`config.mk`:
```
export PLATFORM = sky130hd
export DESIGN_NAME = ibpl_out_stretch
export DESIGN_NICKNAME = d
export VERILOG_FILES = /design/src/rtl/ibpl_pkg.sv /design/src/rtl/ibpl_out_ch.sv /design/src/rtl/ibpl_out_stretch.sv
export SDC_FILE = /design/constraint.sdc
export NUM_CORES = 1
export LEC_CHECK = 0
export ABC_AREA = 1
export ABC_CLOCK_PERIOD_IN_PS = 1700
export CELL_PAD_IN_SITES_DETAIL_PLACEMENT = 0
export CELL_PAD_IN_SITES_GLOBAL_PLACEMENT = 2
export CORE_MARGIN = 2
export CORE_UTILIZATION = 32
export DETAILED_ROUTE_END_ITERATION = 8
export PLACE_DENSITY = 0.89
export SLEW_MARGIN = 20
export SYNTH_ARGS = -nofsm -noshare
export SYNTH_HDL_FRONTEND = slang
export SYNTH_SLANG_ARGS = --single-unit
```
`constraint.sdc`:
```
create_clock -name clk -period 1.7 [get_ports clk]
set_clock_uncertainty 0.2 [all_clocks]
set_input_delay 0.34 -clock clk [delete_from_list [all_inputs] [get_ports clk]]
set_output_delay 0.34 -clock clk [all_outputs]
set_load 0.1 [all_outputs]
```
`src/rtl/ibpl_pkg.sv`:
```
// Shared types and limits for the interbackplane output cardlet.
package ibpl_pkg;

  typedef enum logic [1:0] {
    IBPL_PASS,
    IBPL_STRETCH,
    IBPL_INV,
    IBPL_LOW
  } ibpl_mode_t;

  localparam int unsigned IBPL_MAX_CH = 8;

endpackage

```
`src/rtl/ibpl_out_ch.sv`:
```
// One backplane output channel: mode mux, min-pulse stretcher and LED activity stretcher.
module ibpl_out_ch
  import ibpl_pkg::*;
#(
  parameter int unsigned STRETCH_W = 16,
  parameter int unsigned LED_HOLD  = 125000
) (
  input  logic                 clk_i,
  input  logic                 rst_ni,
  input  logic                 in_i,
  input  logic                 oe_i,
  input  ibpl_mode_t           mode_i,
  input  logic [STRETCH_W-1:0] min_pulse_i,
  output logic                 out_o,
  output logic                 led_act_o
);

  localparam int unsigned LedW = $clog2(LED_HOLD + 1);

  logic [STRETCH_W-1:0] cnt_q, cnt_d;
  logic [LedW-1:0]      led_cnt_q, led_cnt_d;
  logic                 in_q;
  logic                 out_q, out_d;
  logic                 act_q;
  logic                 rise;
  logic                 stretching;
  logic                 out_nxt;

  always_comb begin
    rise       = in_i & ~in_q;
    stretching = (cnt_q != '0);

    out_nxt = 1'b0;
    unique case (mode_i)
      IBPL_PASS:    out_nxt = in_i;
      IBPL_STRETCH: out_nxt = in_i | stretching;
      IBPL_INV:     out_nxt = ~in_i;
      IBPL_LOW:     out_nxt = 1'b0;
    endcase
    // A disabled channel is always low, inverted mode included.
    out_d = oe_i & out_nxt;

    cnt_d = cnt_q;
    if (!oe_i || (mode_i != IBPL_STRETCH)) begin
      cnt_d = '0;
    end else if (rise) begin
      // The high cycle itself counts toward the minimum, so load one less.
      cnt_d = (min_pulse_i == '0) ? '0 : min_pulse_i - 1'b1;
    end else if (stretching) begin
      cnt_d = cnt_q - 1'b1;
    end

    led_cnt_d = led_cnt_q;
    if (out_d != out_q) begin
      led_cnt_d = LedW'(LED_HOLD);
    end else if (led_cnt_q != '0) begin
      led_cnt_d = led_cnt_q - 1'b1;
    end
  end

  always_ff @(posedge clk_i or negedge rst_ni) begin
    if (!rst_ni) begin
      cnt_q     <= '0;
      led_cnt_q <= '0;
      in_q      <= 1'b0;
      out_q     <= 1'b0;
      act_q     <= 1'b0;
    end else begin
      cnt_q     <= cnt_d;
      led_cnt_q <= led_cnt_d;
      in_q      <= in_i;
      out_q     <= out_d;
      act_q     <= (led_cnt_q != '0);
    end
  end

  assign out_o     = out_q;
  assign led_act_o = act_q;

endmodule

```
`src/rtl/ibpl_out_stretch.sv`:
```
// Interbackplane output cardlet: NUM_CH configurable output channels, LED activity
// stretching and a filtered enable-mismatch error.
module ibpl_out_stretch
  import ibpl_pkg::*;
#(
  parameter int unsigned NUM_CH    = 6,
  parameter int unsigned STRETCH_W = 16,
  parameter int unsigned LED_HOLD  = 125000,
  parameter int unsigned ERR_FILT  = 4
) (
  input  logic                  clk,
  input  logic                  nReset,
  input  logic [NUM_CH-1:0]     internal_out,
  input  logic [NUM_CH-1:0]     output_enable,
  input  logic [NUM_CH-1:0]     input_enable,
  input  logic [2*NUM_CH-1:0]   ch_mode,
  input  logic [STRETCH_W-1:0]  min_pulse,
  output logic [NUM_CH-1:0]     diob_out,
  output logic [NUM_CH-1:0]     diob_dir,
  output logic [NUM_CH-1:0]     internal_in,
  output logic [NUM_CH-1:0]     diob_led_en,
  output logic [NUM_CH-1:0]     diob_led_act,
  output logic                  plugin_error
);

  localparam int unsigned ErrW = $clog2(ERR_FILT + 1);

  logic [ErrW-1:0]   err_cnt_q, err_cnt_d;
  logic              err_q;
  logic [NUM_CH-1:0] led_en_q;
  logic              mis;

  for (genvar i = 0; i < NUM_CH; i++) begin : g_ch
    ibpl_out_ch #(
      .STRETCH_W (STRETCH_W),
      .LED_HOLD  (LED_HOLD)
    ) u_ch (
      .clk_i       (clk),
      .rst_ni      (nReset),
      .in_i        (internal_out[i]),
      .oe_i        (output_enable[i]),
      .mode_i      (ibpl_mode_t'(ch_mode[2*i +: 2])),
      .min_pulse_i (min_pulse),
      .out_o       (diob_out[i]),
      .led_act_o   (diob_led_act[i])
    );
  end

  always_comb begin
    mis = |(input_enable & ~output_enable);
    err_cnt_d = '0;
    if (mis) begin
      err_cnt_d = (err_cnt_q == ErrW'(ERR_FILT)) ? err_cnt_q : err_cnt_q + 1'b1;
    end
  end

  always_ff @(posedge clk or negedge nReset) begin
    if (!nReset) begin
      err_cnt_q <= '0;
      err_q     <= 1'b0;
      led_en_q  <= '0;
    end else begin
      err_cnt_q <= err_cnt_d;
      // Flag on the updated count so a cleared mismatch drops the error on the next edge.
      err_q     <= (err_cnt_d == ErrW'(ERR_FILT));
      led_en_q  <= output_enable;
    end
  end

  assign diob_dir     = '1;
  assign internal_in  = '0;
  assign diob_led_en  = led_en_q;
  assign plugin_error = err_q;

endmodule

```
==> results of run 1 <==
-- flip-flops by register name, summed over array words and instances, names as in the netlist --
signal and flops:
g_ch.u_ch.led_act_o 6, err_cnt_q 3, g_ch.u_ch.led_cnt_q 102, g_ch.u_ch.cnt_q 96, g_ch.u_ch.out_o 6, g_ch.u_ch.in_q 6
diob_led_en 6, plugin_error 1
-- where the power goes --
| group | internal (mW) | leakage, nW | total (mW) | switching [mW] |
|---|---|---|---|---|
| sequential | 6.10 | 2.81 | 6.64 | 0.540 |
| clock | 3.92 | 0.495 | 6.41 | 2.48 |
| combinational | 4.78 | 7.98 | 11.0 | 6.20 |
| total | 14.8 | 11.3 | 24.0 | 9.22 |
-- worst paths after layout --
check,to,depth (start not counted)
min in group clk,g_ch[5].u_ch.in_q,1
max in group asynchronous,g_ch[1].u_ch.led_cnt_q[7],3
worst max register to register,g_ch[0].u_ch.cnt_q[12],12
worst min register to register,g_ch[2].u_ch.cnt_q[11],2
worst min-delay path,g_ch[5].u_ch.cnt_q[11],2
worst max-delay path,g_ch[0].u_ch.cnt_q[12],12
-- critical path, delay by kind of cell, from the launching register on --
family	cells	cell delay (ns)
and+or+nand+nor	6	0.50
adders and majority gates	1	0.12
buffers and inverters	5	0.55
DFF	1	0.40
-- cell usage in the layout, fill, tap and decap left out, drive strengths merged, types with 27 or more instances in the layout --
master,netlist,routed
nand2,492,498
buf,44,443
nor2,401,401
inv,261,263
dfrtp,226,226
nand3,159,162
o21ai,114,114
a21oi,81,81
xor2,72,72
nor3,50,50
clkbuf,8,35
clkdlybuf4s50,0,32
ha,27,27
-- timing repair --
item	4_1_cts	5_1_grt
hold buffers	1	0
pin swaps	132	169
gates resized for setup	397	402
hold endpoints to repair	226	0
setup buffers	32	32
cloned	10	2
endpoints found under the setup margin	210	214
-- per-stage QoR --
step	worst slack, ns	instances
final	-0.180	3112
after CTS	-0.213	3086
after floorplan	-0.0127	2020
after global routing	-0.286	3112
after detailed placement	-0.826	3000
after global placement	-0.765	3000
-- area by class of cell --
| cell class | count | area, um2 |
|---|---|---|
| fill | 4142 | 21200 |
| multi-input combinational | 1490 | 9870 |
| sequential | 226 | 5670 |
| timing repair buffer | 490 | 4440 |
| inverter | 261 | 1030 |
| clock buffer | 35 | 798 |
| tap | 592 | 741 |
| clock inverter | 16 | 190 |
| timing repair inverter | 2 | 12.5 |
-- cell families after synthesis --
logic type	after synthesis	share of synthesized area [%]
simple gates	1151	35.3
buf+inv	313	9.45
flops	226	40.0
compound gates	208	7.65
xor+xnor	83	5.14
fa+ha+maj	27	2.39
other cells	2	0.0531
-- routing by layer --
layer	up-vias	share of wire (%)	track usage (%)
met5	-	0	0
met4	0	2.0	4.51
met3	55	2.8	2.03
met2	202	51	34.4
met1	6941	44	23.9
li1	7315	-	-
==> impl_metrics.toml, run 1 <==
[run_status]
status = "finished with violations"
violations = "negative setup slack"

[logic_synthesis]
synth-edff-count = 0
ys_warn_count = 0
syn_area_um2 = 14100
synthArstFlopShare_pct = 100
yosysTopAreaCellShare_pct = 40.0
ys_ff_latch = 226
synth_flop_cell = "dfrtp_1"
ys_top_cells_by_area = "dfrtp_1 (40%), nand2_1 (13%), nor2_1 (9.8%)"
netlist_top_cells_count = "nand2_1 (477), nor2_1 (371), inv_1 (251), dfrtp_1 (226), nand3_1 (152)"
ys_seq_area_share_pct = 40.0
syn_avg_cell_area_um2 = 7.04
synth.distinct_cells = 46
syn_inst = 2010
synthMostInstantiatedCell = "nand2_1"
synth_area_leader_cell = "dfrtp_1"

[timing]
final.setup.worst_slack_ns = -0.180
fin_crit_sh_pct = 111
setup_viol = 152
hold_viol = 0
fmax_ghz = 0.532
hold_slack_ns = 0.0505
maxSlewViolCount = 0
rsz0062_at_grt = "yes"
fin_crit_ns = 1.88
fin_setup_tns_ns = -13.89

[detailed_routing]
totalWireLength_um = 45100
vias_per_cell = 4.66
drc = 0
drt_iter0_drc = 688
final_antenna_net_count = 0
dr_total_vias = 14500
first_pass_iters = 5
wire_per_inst_um = 14.5

[placed_design]
place.gp.congestion = 0.837
dpl.hpwl_um = 30200
place_area_um2 = 18400
port_buffers = 66

[worst_setup_path]
worst-setup-path-type = "flop to flop"
r2r_setup_slack_ns = -0.18
worstPathCellList = "inv_2 > buf_6 > ha_4 > nand3_2 > nor2_2 > buf_4 > nand3_4 > nand2_4 > inv_8 > buf_8 > nand2_1 > nor2_1"
required_ns = 1.95
endpoint_kind = "flop"
slowest_delay_ns = 0.40
startpoint = "g_ch[0].u_ch.cnt_q[0]"
cp_slowest_cell = "dfrtp_1"
cp-start-kind = "flop"
crit_arrival_ns = 2.13
worstPathMaxFanout = 6
timing.rr.start = "g_ch[0].u_ch.cnt_q[0]"

[final_layout]
syn2layout_area_growth_pct = 60.8
nets = 2575
fin_util_pct = 51.8
diodes = 0
stdcell_area_um2 = 22700
drive_above_1_share_pct = 42.5

[pwr]
vdd_ir_drop_max_mv = 0.659
p_leak_nw = 11.3
power.density_nw_per_um2 = 1060
total_power_mw = 24.0

[cts]
clk_path_buf_depth = 3
tritoncts.num_buffers = 29
clockRootBuffer = "clkbuf_16"
clock_latency_ns = 0.56
clkTransAtPathRegs_ns = 0.06
cts_max_level = 1
cts_tree = "done"
cts_sinks = 226

[global_route]
antenna_found_initial = 0
grt_pass1_wl_um = 72000
gr-usage-all-layers_pct = 18.9
overflow = 0
grt_pass1_vias = 14600
grt_start_max_net_pins = 41

[floorplan]
num_io_pins = 79
die-area_um2 = 45900
design.core.area_um2 = 43900
initial_utilization_pct = 32.2
row_count = 77
die_height_um = 214
die_w_um = 214

[job]
maxCapViolations = 0

[min_path]
hold_class = "input port to async pin"
(Power assumes the default switching activity.)
==> run 2: changes to the inputs <==
==> constraint.sdc (replaced) <==
create_clock -name clk -period 1.7 [get_ports clk]
set_clock_uncertainty 0.2 [all_clocks]
set_input_delay 0.255 -clock clk [delete_from_list [all_inputs] [get_ports clk]]
set_output_delay 0.255 -clock clk [all_outputs]
set_load 0.1 [all_outputs]
==> run 2 against run 1 <==
The run ends with negative hold slack, negative setup slack left. Die area is the same. Clock power shrank 3%. Clock-buffer cell count is 4 higher. Wire length increased by 3.7%. First-iteration DRC count grew 1.3%. Largest power group unchanged. Highest routed layer unchanged.
==> impl_metrics.toml, run 2 (same netlist as run 1, synthesis figures left out) <==
[worst_setup_path]
timing.rr.start = "g_ch[5].u_ch.cnt_q[1]"
worst-setup-path-type = "flop to flop"
worstRegToRegCells = 12
r2r_setup_slack_ns = -0.20
r2r_end = "g_ch[5].u_ch.led_cnt_q[11]"
crit_arrival_ns = 2.14
worstPathMaxFanout = 4
required_ns = 1.94
endpoint_kind = "flop"
cp-start-kind = "flop"

[pwr]
swShare_pct = 39.0
pwr-share-comb_pct = 48.1
vdd_ir_drop_max_mv = 0.723
p_leak_nw = 11.6
p_seq_share_pct = 26.9
p_switching_mw = 9.67
clkPwrFrac_pct = 25.0
power.density_nw_per_um2 = 1050
internal-power_mw = 15.1

[cts]
cts_max_level = 1
clk_path_buf_depth = 3
cts_sinks = 226
tritoncts.num_buffers = 28
clock_latency_ns = 0.57
clkTransAtPathRegs_ns = 0.06
clockRootBuffer = "clkbuf_16"
cts_tree = "done"

[detailed_routing]
dr_total_vias = 15000
wire_per_inst_um = 14.8
final_antenna_net_count = 0
vias_per_cell = 4.72
first_pass_iters = 5
totalWireLength_um = 46800
drc = 0
drt_iter0_drc = 697

[global_route]
grt_pass1_vias = 15200
busiest_layer = "met2"
gr-usage-all-layers_pct = 19.4
grt_start_max_net_pins = 46
use_met3_pct = 2.28
grt_pass1_wl_um = 74100
antenna_found_initial = 0
overflow = 0
grtUsageMet2_pct = 34.8
met1_usage_pct = 24.2

[timing]
final.setup.worst_slack_ns = -0.198
maxSlewViolCount = 0
fmax_ghz = 0.527
fin_crit_sh_pct = 112
fin_crit_ns = 1.90
hold_slack_ns = -0.00777
hold_viol = 3
rsz0062_at_grt = "yes"
setup_viol = 151

[final_layout]
fillers = 4071
mostFrequentLayoutCells = "buf_4 (379), nand2_1 (320), dfrtp_1 (218), inv_1 (202), nor2_1 (197)"
syn2layout_area_growth_pct = 67.0
final_common_cell = "buf_4"
largest_reg_flops = 102
finalNonFillerCells = 3173
top_register = "g_ch.u_ch.led_cnt_q"
nets = 2634
diodes = 0
top_regs = "g_ch.u_ch.led_cnt_q (102), g_ch.u_ch.cnt_q (96)"
fin_util_pct = 53.8
drive_above_1_share_pct = 47.1

[run_status]
violations = "negative hold slack, negative setup slack"
status = "finished with violations"

[floorplan]
design.core.area_um2 = 43900
row_count = 77
die_w_um = 214
num_io_pins = 79
die-area_um2 = 45900
die_height_um = 214
initial_utilization_pct = 32.2

[placed_design]
port_buffers = 66
place.gp.congestion = 0.925
dp.cells = 3042
dpl.hpwl_um = 31300
dp_slack_ns = -0.689

[min_path]
hold_class = "input port to async pin"

[job]
maxCapViolations = 0
## run 2: cell types whose count changed in the layout (fill, tap and decap cells not counted), moves of 13 or more
cell,change
buf_6,+40
nand2_1,-29
nor2_1,-26
nand2_2,+24
buf_4,+22
nor2_2,+13
nor2_4,+13
## run 2: repair_timing
item	in CTS	in global routing
hold buffers	4	0
gates cloned	9	2
pin swaps	150	224
hold endpoints to repair	229	0
resized for setup	388	564
buffers inserted	35	52
endpoints found under the setup margin	198	206
## run 2: through the flow
stage / cell area, um2 / setup TNS [ns] / power [mW] / hold WS (ns)
global route: 23600 / -28.07 / 26.4 / 0.00581
CTS: 21200 / -14.55 / 22.7 / -0.0140
detailed placement: 18700 / -80.50 / 15.1 / 0.0123
floorplan: 14200 / -0.263 / 11.4 / -0.241
finish: 23600 / -14.32 / 24.8 / -0.00777
global placement: 18700 / -75.25 / 15.0 / 0.00790
## run 2: power by group through the flow
stage / combinational (mW) / clock, mW / sequential (mW)
final: 11.9 / 6.21 / 6.67
after global routing: 13.1 / 6.58 / 6.75
after CTS: 9.72 / 6.38 / 6.59
after detailed placement: 8.45 / 0 / 6.66
after global placement: 8.33 / 0 / 6.64
after floorplan: 4.72 / 0 / 6.71
## run 2: final cells by class
class / instances / area [um2] / area share [%]
flip-flops and latches: 226 / 5670 / 24.0
clock buffers: 39 / 833 / 3.53
multi-input cells: 1490 / 10200 / 43.2
repair inverters: 1 / 8.76 / 0.0371
repair buffers: 551 / 5030 / 21.3
clock inverters: 13 / 120 / 0.509
inverters: 261 / 1010 / 4.27
well taps: 592 / 741 / 3.14
## run 2: how the worst max path moves through the flow
stage | from | to | depth (start not counted)
finish | g_ch[5].u_ch.cnt_q[1] | g_ch[5].u_ch.led_cnt_q[11] | 12
global route | g_ch[5].u_ch.cnt_q[0] | g_ch[5].u_ch.led_cnt_q[13] | 12
CTS | g_ch[1].u_ch.cnt_q[1] | g_ch[1].u_ch.led_cnt_q[14] | 12
detailed placement | min_pulse[0] | g_ch[0].u_ch.cnt_q[14] | 10
global placement | min_pulse[1] | g_ch[3].u_ch.cnt_q[4] | 11
floorplan | g_ch[5].u_ch.cnt_q[0] | g_ch[5].u_ch.led_cnt_q[4] | 13
## run 2: per-layer routing
layer | vias to the layer above | routed length (um)
met3 | 90 | 1670
met2 | 241 | 23700
met4 | 0 | 1530
li1 | 7417 | -
met5 | - | 0
met1 | 7224 | 19900
## run 2: critical path: stages, from the launching register on
cell,delay [ns]
dfrtp_1,0.39
inv_2,0.08
ha_4,0.12
inv_2,0.04
nor2_4,0.08
nand2_2,0.06
nor2_4,0.12
nand3_2,0.08
nand2_2,0.09
nand2_4,0.10
nand3_4,0.18
buf_6,0.14
nand3b_1,0.07
